File: src/rtl/clk_en_sched_pkg.sv
// Shared types and defaults for the clock-enable scheduler.
package clk_en_sched_pkg;

  typedef enum logic [1:0] {
    IDLE = 2'd0,
    RUN  = 2'd1,
    STOP = 2'd2
  } state_t;

  localparam int unsigned CLK_HZ        = 200_000_000;
  localparam int unsigned SMP_DIV_DEF   = 360;
  localparam int unsigned SYM_RATIO_DEF = 32;
  localparam int unsigned IP_DIV_DEF    = 8;
  localparam int unsigned SMP_DIV_MIN   = 2;
  localparam int unsigned SYM_RATIO_MIN = 1;
  localparam int unsigned RATIO_W       = 8;

endpackage

File: src/rtl/en_div_cnt.sv
// Terminal-count counter: counts 0..limit while en, wraps after limit, clr forces 0.
module en_div_cnt #(
  parameter int unsigned W = 8
) (
  input  logic         clk,
  input  logic         rst,
  input  logic         en,
  input  logic         clr,
  input  logic [W-1:0] limit,
  output logic         tc
);

  logic [W-1:0] cnt;

  always_ff @(posedge clk) begin
    if (rst) begin
      cnt <= '0;
    end else if (clr) begin
      cnt <= '0;
    end else if (en) begin
      cnt <= (cnt >= limit) ? '0 : cnt + W'(1);
    end
  end

  assign tc = (cnt == limit);

endmodule

File: src/rtl/clk_en_sched.sv
// Clock-enable scheduler: sample/symbol/IP strobes with run/stop sequencing and resync.
// Optional statistics outputs enabled by defining CLK_EN_SCHED_STATS_EN.
module clk_en_sched
  import clk_en_sched_pkg::*;
#(
  parameter int unsigned CNT_W     = 16,
  parameter int unsigned SMP_DIV   = SMP_DIV_DEF,
  parameter int unsigned SYM_RATIO = SYM_RATIO_DEF,
  parameter int unsigned IP_DIV    = IP_DIV_DEF
) (
  input  logic               clk,
  input  logic               rst,
  input  logic               run,
  input  logic               cfg_valid,
  output logic               cfg_ready,
  input  logic [CNT_W-1:0]   cfg_smp_div,
  input  logic [RATIO_W-1:0] cfg_sym_ratio,
  input  logic               resync,
  output logic               smp_en,
  output logic               sym_en,
  output logic               ip_en,
  output logic               busy,
`ifdef CLK_EN_SCHED_STATS_EN
  output logic [15:0]        sym_count,
  output logic [7:0]         resync_count,
`endif
  output logic               cfg_err
);

  localparam int unsigned IP_W = (IP_DIV > 2) ? $clog2(IP_DIV) : 1;

  state_t state, state_n;

  logic [CNT_W-1:0]   div_act;
  logic [RATIO_W-1:0] ratio_act;
  logic               running;
  logic               resync_hon;
  logic               go_idle;
  logic               cnt_clr;
  logic               cfg_fire;
  logic               div_low;
  logic               ratio_low;
  logic               smp_tc;
  logic               sym_tc;
  logic               ip_tc;

  always_ff @(posedge clk) begin
    if (rst) begin
      state <= IDLE;
    end else begin
      state <= state_n;
    end
  end

  // Next state and strobe decode; STOP drains until the current symbol completes.
  always_comb begin
    state_n    = state;
    running    = 1'b0;
    resync_hon = 1'b0;
    smp_en     = 1'b0;
    sym_en     = 1'b0;
    ip_en      = 1'b0;
    case (state)
      IDLE: begin
        if (run) state_n = RUN;
      end
      RUN: begin
        running = 1'b1;
        if (!run) state_n = STOP;
      end
      STOP: begin
        running = 1'b1;
        if (smp_tc && sym_tc) state_n = IDLE;
        else if (run)         state_n = RUN;
      end
      default: state_n = IDLE;
    endcase
    if (running) begin
      resync_hon = resync;
      smp_en     = smp_tc;
      sym_en     = smp_tc & sym_tc;
      ip_en      = ip_tc;
    end
  end

  assign go_idle   = (state_n == IDLE);
  assign cnt_clr   = go_idle | resync_hon;
  assign busy      = running;
  assign cfg_ready = (state == IDLE);

  // Configuration only accepted in IDLE, so counters are at 0 when it lands.
  assign cfg_fire  = cfg_valid & cfg_ready;
  assign div_low   = (cfg_smp_div < CNT_W'(SMP_DIV_MIN));
  assign ratio_low = (cfg_sym_ratio < RATIO_W'(SYM_RATIO_MIN));

  always_ff @(posedge clk) begin
    if (rst) begin
      div_act   <= CNT_W'(SMP_DIV);
      ratio_act <= RATIO_W'(SYM_RATIO);
      cfg_err   <= 1'b0;
    end else if (cfg_fire) begin
      div_act   <= div_low ? CNT_W'(SMP_DIV_MIN) : cfg_smp_div;
      ratio_act <= ratio_low ? RATIO_W'(SYM_RATIO_MIN) : cfg_sym_ratio;
      if (div_low || ratio_low) cfg_err <= 1'b1;
    end
  end

  en_div_cnt #(.W(CNT_W)) u_smp_cnt (
    .clk   (clk),
    .rst   (rst),
    .en    (running),
    .clr   (cnt_clr),
    .limit (div_act - CNT_W'(1)),
    .tc    (smp_tc)
  );

  en_div_cnt #(.W(RATIO_W)) u_sym_cnt (
    .clk   (clk),
    .rst   (rst),
    .en    (running & smp_tc),
    .clr   (cnt_clr),
    .limit (ratio_act - RATIO_W'(1)),
    .tc    (sym_tc)
  );

  // IP phase is independent of symbol resync.
  en_div_cnt #(.W(IP_W)) u_ip_cnt (
    .clk   (clk),
    .rst   (rst),
    .en    (running),
    .clr   (go_idle),
    .limit (IP_W'(IP_DIV - 1)),
    .tc    (ip_tc)
  );

`ifdef CLK_EN_SCHED_STATS_EN
  always_ff @(posedge clk) begin
    if (rst) begin
      sym_count    <= '0;
      resync_count <= '0;
    end else begin
      if (sym_en) sym_count <= sym_count + 16'd1;
      if (resync_hon && (resync_count != 8'hFF)) resync_count <= resync_count + 8'd1;
    end
  end
`endif

endmodule

File: config.mk
export PLATFORM = sky130hd
export DESIGN_NAME = clk_en_sched
export DESIGN_NICKNAME = d
export VERILOG_FILES = /design/src/rtl/clk_en_sched_pkg.sv /design/src/rtl/en_div_cnt.sv /design/src/rtl/clk_en_sched.sv
export SDC_FILE = /design/constraint.sdc
export NUM_CORES = 1
export LEC_CHECK = 0
export BUFFER_PORTS_ARGS = -buffer_cell sky130_fd_sc_hd__buf_2
export CORE_UTILIZATION = 40
export CTS_CLUSTER_DIAMETER = 80
export DETAILED_ROUTE_END_ITERATION = 16
export PLACE_DENSITY = 0.65
export SETUP_SLACK_MARGIN = 0.3
export SYNTH_ARGS = -nofsm -noshare
export SYNTH_HDL_FRONTEND = slang
export SYNTH_SLANG_ARGS = --single-unit
File: constraint.sdc
create_clock -name clk -period 9.6 [get_ports clk]
set_clock_uncertainty 0.2 [all_clocks]
set_input_delay 0.48 -clock clk [delete_from_list [all_inputs] [get_ports clk]]
set_output_delay 0.48 -clock clk [all_outputs]
set_load 0.05 [all_outputs]
==> results by group <==
Die
  • Initial Util: 0.420
  • Die extent in y: 93.0 microns
  • DIE AREA: 8660 sq um
  • Num rows: 32
  • I/O pin total: 35
  • Core area: 7890 sq um
  • Die width: 93.0 microns

Global routing
  • Overflow after GRT: 0
  • Antenna violations before repair: 0
  • Largest net degree at the start of global routing: 30
  • First-pass GRT wire length: roughly 12 mm
  • All-Layer GR Usage: 0.166
  • Number of global-route vias before repair: approximately 2700

Clocking
  • Post-CTS Setup Inserts: 0
  • Root buffer cell: clkbuf_8
  • Clock slew at reported path FFs: 100 ps
  • # hold bufs at CTS: 0
  • CTS max path bufs: 2
  • Skew-Pair Late Insertion Delay: a little over 300 ps
  • Number of CTS-inserted buffers: 5
  • Cts repair resizes: 0
  • CTS tree: yes
  • Htree depth: 2
  • Clock sink count: 54

Power
  • Leakage power: 1.44 nW
  • Pwr per Cell Area: roughly 140 nW/um^2
  • Peak supply drop: around 0.080 mV

Critical path
  • Slowest cell on the critical path: or4_4
  • Crit path DAT: 3530 ps
  • Worst setup SP type: register
  • Critical path endpoint category: output pin
  • CP Cell Sequence: or4_4 > or4_4 > nor3_2 > xnor2_1 > ha_1 > nand4_2 > nor3_1 > and3_1 > inv_1 > nor3_1 > buf_2
  • Reg2Reg Setup Slack: about 5600 ps
  • CP startpoint: div_act[2]
  • Crit-path leading delay family: simple AND/OR/NAND/NOR gates
  • WS Path Type: reg2out
  • Critical Path Max Stage Delay: 560 ps
  • Data required, critical path: slightly below 9000 ps
  • Buffers & Inverters on Critical Path: 2
  • Reg-to-Reg Start: div_act[2]
  • Crit Path Max Fanout: 6

Timing
  • Worst rel slew slack: 0.296
  • Final Hold Vio Count: 0
  • Final setup viols: 0
  • Top achievable clock speed: 0.238 GHz
  • Setup_tns: 0 ps
  • RSZ-0062 raised after global routing: false
  • Slew Limit Fails: 0
  • Crit share post-route: 0.438
  • Worst Max-Slew Pin Slew: 1060 ps
  • Final min period: 4210 ps

Layout
  • Fillers: a little under 800
  • Area grow syn2layout: 10.8%
  • Share of cells above drive strength 1: 0.114
  • Highest-count cells in the layout ignoring fill and taps: nand2_1 (72), dfxtp_1 (54), nor2_1 (35), a21oi_1 (35)
  • Ant diodes: 0
  • Final net count: 502
  • Commonest non-fill, non-tap cell in the layout: nand2_1
  • Fin area: approximately 3700 sq um

Logic synthesis
  • Main synth FF type: dfxtp_1
  • Synthesized area: about 3300 sq um
  • Post-synth EDFFs: 0
  • Synth unique cells: 44
  • Syn_area_per_cell: 8.07 sq um
  • Post-synthesis sequential area ratio: 0.326
  • Gate Count Post-Synth: about 410
  • YS warnings: 0
  • Synth Area in Adders: 0.128
  • Xor and xnor area share after synthesis: 0.0898
  • Largest area contributor in the netlist: dfxtp_1
  • Post-synthesis simple-gate area fraction: 0.298
  • Post-synthesis compound-gate area fraction: 0.125
  • Yosys reg bits: 54
  • Synth area leaders: dfxtp_1 (33%), ha_1 (13%), nand2_1 (8.2%)
  • Mux contribution to synthesized area: 0.00302
  • Top cell type's share of synthesized area: 0.326
  • Largest family of logic cells by synthesized area: simple AND/OR/NAND/NOR gates
  • Syn_nets: around 470
  • Ys async rst share: 0

Detailed routing
  • Vias/cell: 5.26
  • WL per Instance: 12.6 microns
  • Post-route DRC: 0
  • Detailed Route WL: 6.81 mm
  • DR iter-0 viols: 86
  • Post-DRT Antenna Nets: 0
  • DR vias: 2852
  • Pre-antenna DRT Iters: 4

Place
  • Port Buffers: 34
  • Routability cong.: 0.796
  • Dpl cell area: roughly 3600 sq um
  • DP Wirelength: 5.31 mm

Worst hold path
  • Worst Hold Class: in2reg
  • HP Start: cfg_smp_div[8]

Flow run
  • Max Cap Viol: 0

Status
  • Status: completed
synthesized netlist by cell type, types with 3 or more instances:
master	count
nand2_1	72
dfxtp_1	54
a21oi_1	35
nor2_1	35
ha_1	34
nand3_1	17
xnor2_1	17
xor2_1	17
nor3_1	16
inv_1	13
clkbuf_1	12
o21ai_0	9
and3_1	7
nand3b_1	7
nand4_1	7
nor4_1	7
nor2b_1	5
a31oi_1	4
a211oi_1	3
a21o_1	3
and2_1	3
nand2b_1	3
nand4b_1	3
o21bai_1	3
logic make-up (layout without fill, tap and decap cells):
family	after synthesis	in the layout
DFF	54	54
adders and majority gates	34	34
muxes	1	1
buffers and inverters	26	55
and+or+nand+nor	195	195
xor gates and xnor gates	34	34
AOI/OAI and AO/OA	67	67
path summary, 6_finish.rpt:
path	to	depth (start not counted)
max	sym_en	11
min	div_act[8]	3
max reg2reg	u_smp_cnt.cnt[14]	10
min reg2reg	ratio_act[7]	2
where the power goes:
group	switching [W]	internal (W)	total, W
registers	0.0000122	0.000234	0.000246
clock network	0.0000768	0.0000783	0.000155
logic	0.0000681	0.0000422	0.000110
total	0.000157	0.000355	0.000512
tightest hold or removal path, stage by stage:
cell	delay [ps]
buf_2	90
nand2_1	40
nand3b_1	70
stage by stage:
stage	utilization	worst slack [ps]	total power [W]	hold slack (ps)	instances
final	0.466	5390	0.000512	196	542
after floorplan	-	4770	0.000335	248	411
after global routing	0.466	5200	0.000541	200	542
after global placement	0.451	5750	0.000359	250	534
after detailed placement	0.451	5650	0.000362	260	534
after CTS	0.466	5370	0.000516	189	542
routing by layer:
metal | part of all wire | track usage | vias up
li1 | - | - | 1501
met1 | 0.51 | 0.227 | 1288
met2 | 0.44 | 0.276 | 54
met3 | 0.029 | 0.0187 | 9
met4 | 0.015 | 0.0449 | 0
met5 | 0 | 0 | -
final cells by class:
class,count,area (sq um),area share
clock buffers,5,68.8,0.0187
clock inverters,3,43.8,0.0119
inverters,13,48.8,0.0133
multi-input cells,331,2130,0.581
flip-flops and latches,54,1080,0.294
well taps,102,128,0.0347
repair buffers,34,170,0.0463
flip-flops by register name, summed over array words and instances, names as in the netlist:
signal / flops
ratio_act: 8
state: 2
u_smp_cnt.cnt: 16
u_sym_cnt.cnt: 8
u_ip_cnt.cnt: 3
div_act: 16
cfg_err: 1
Note: power is estimated with default switching activity, not from simulation.
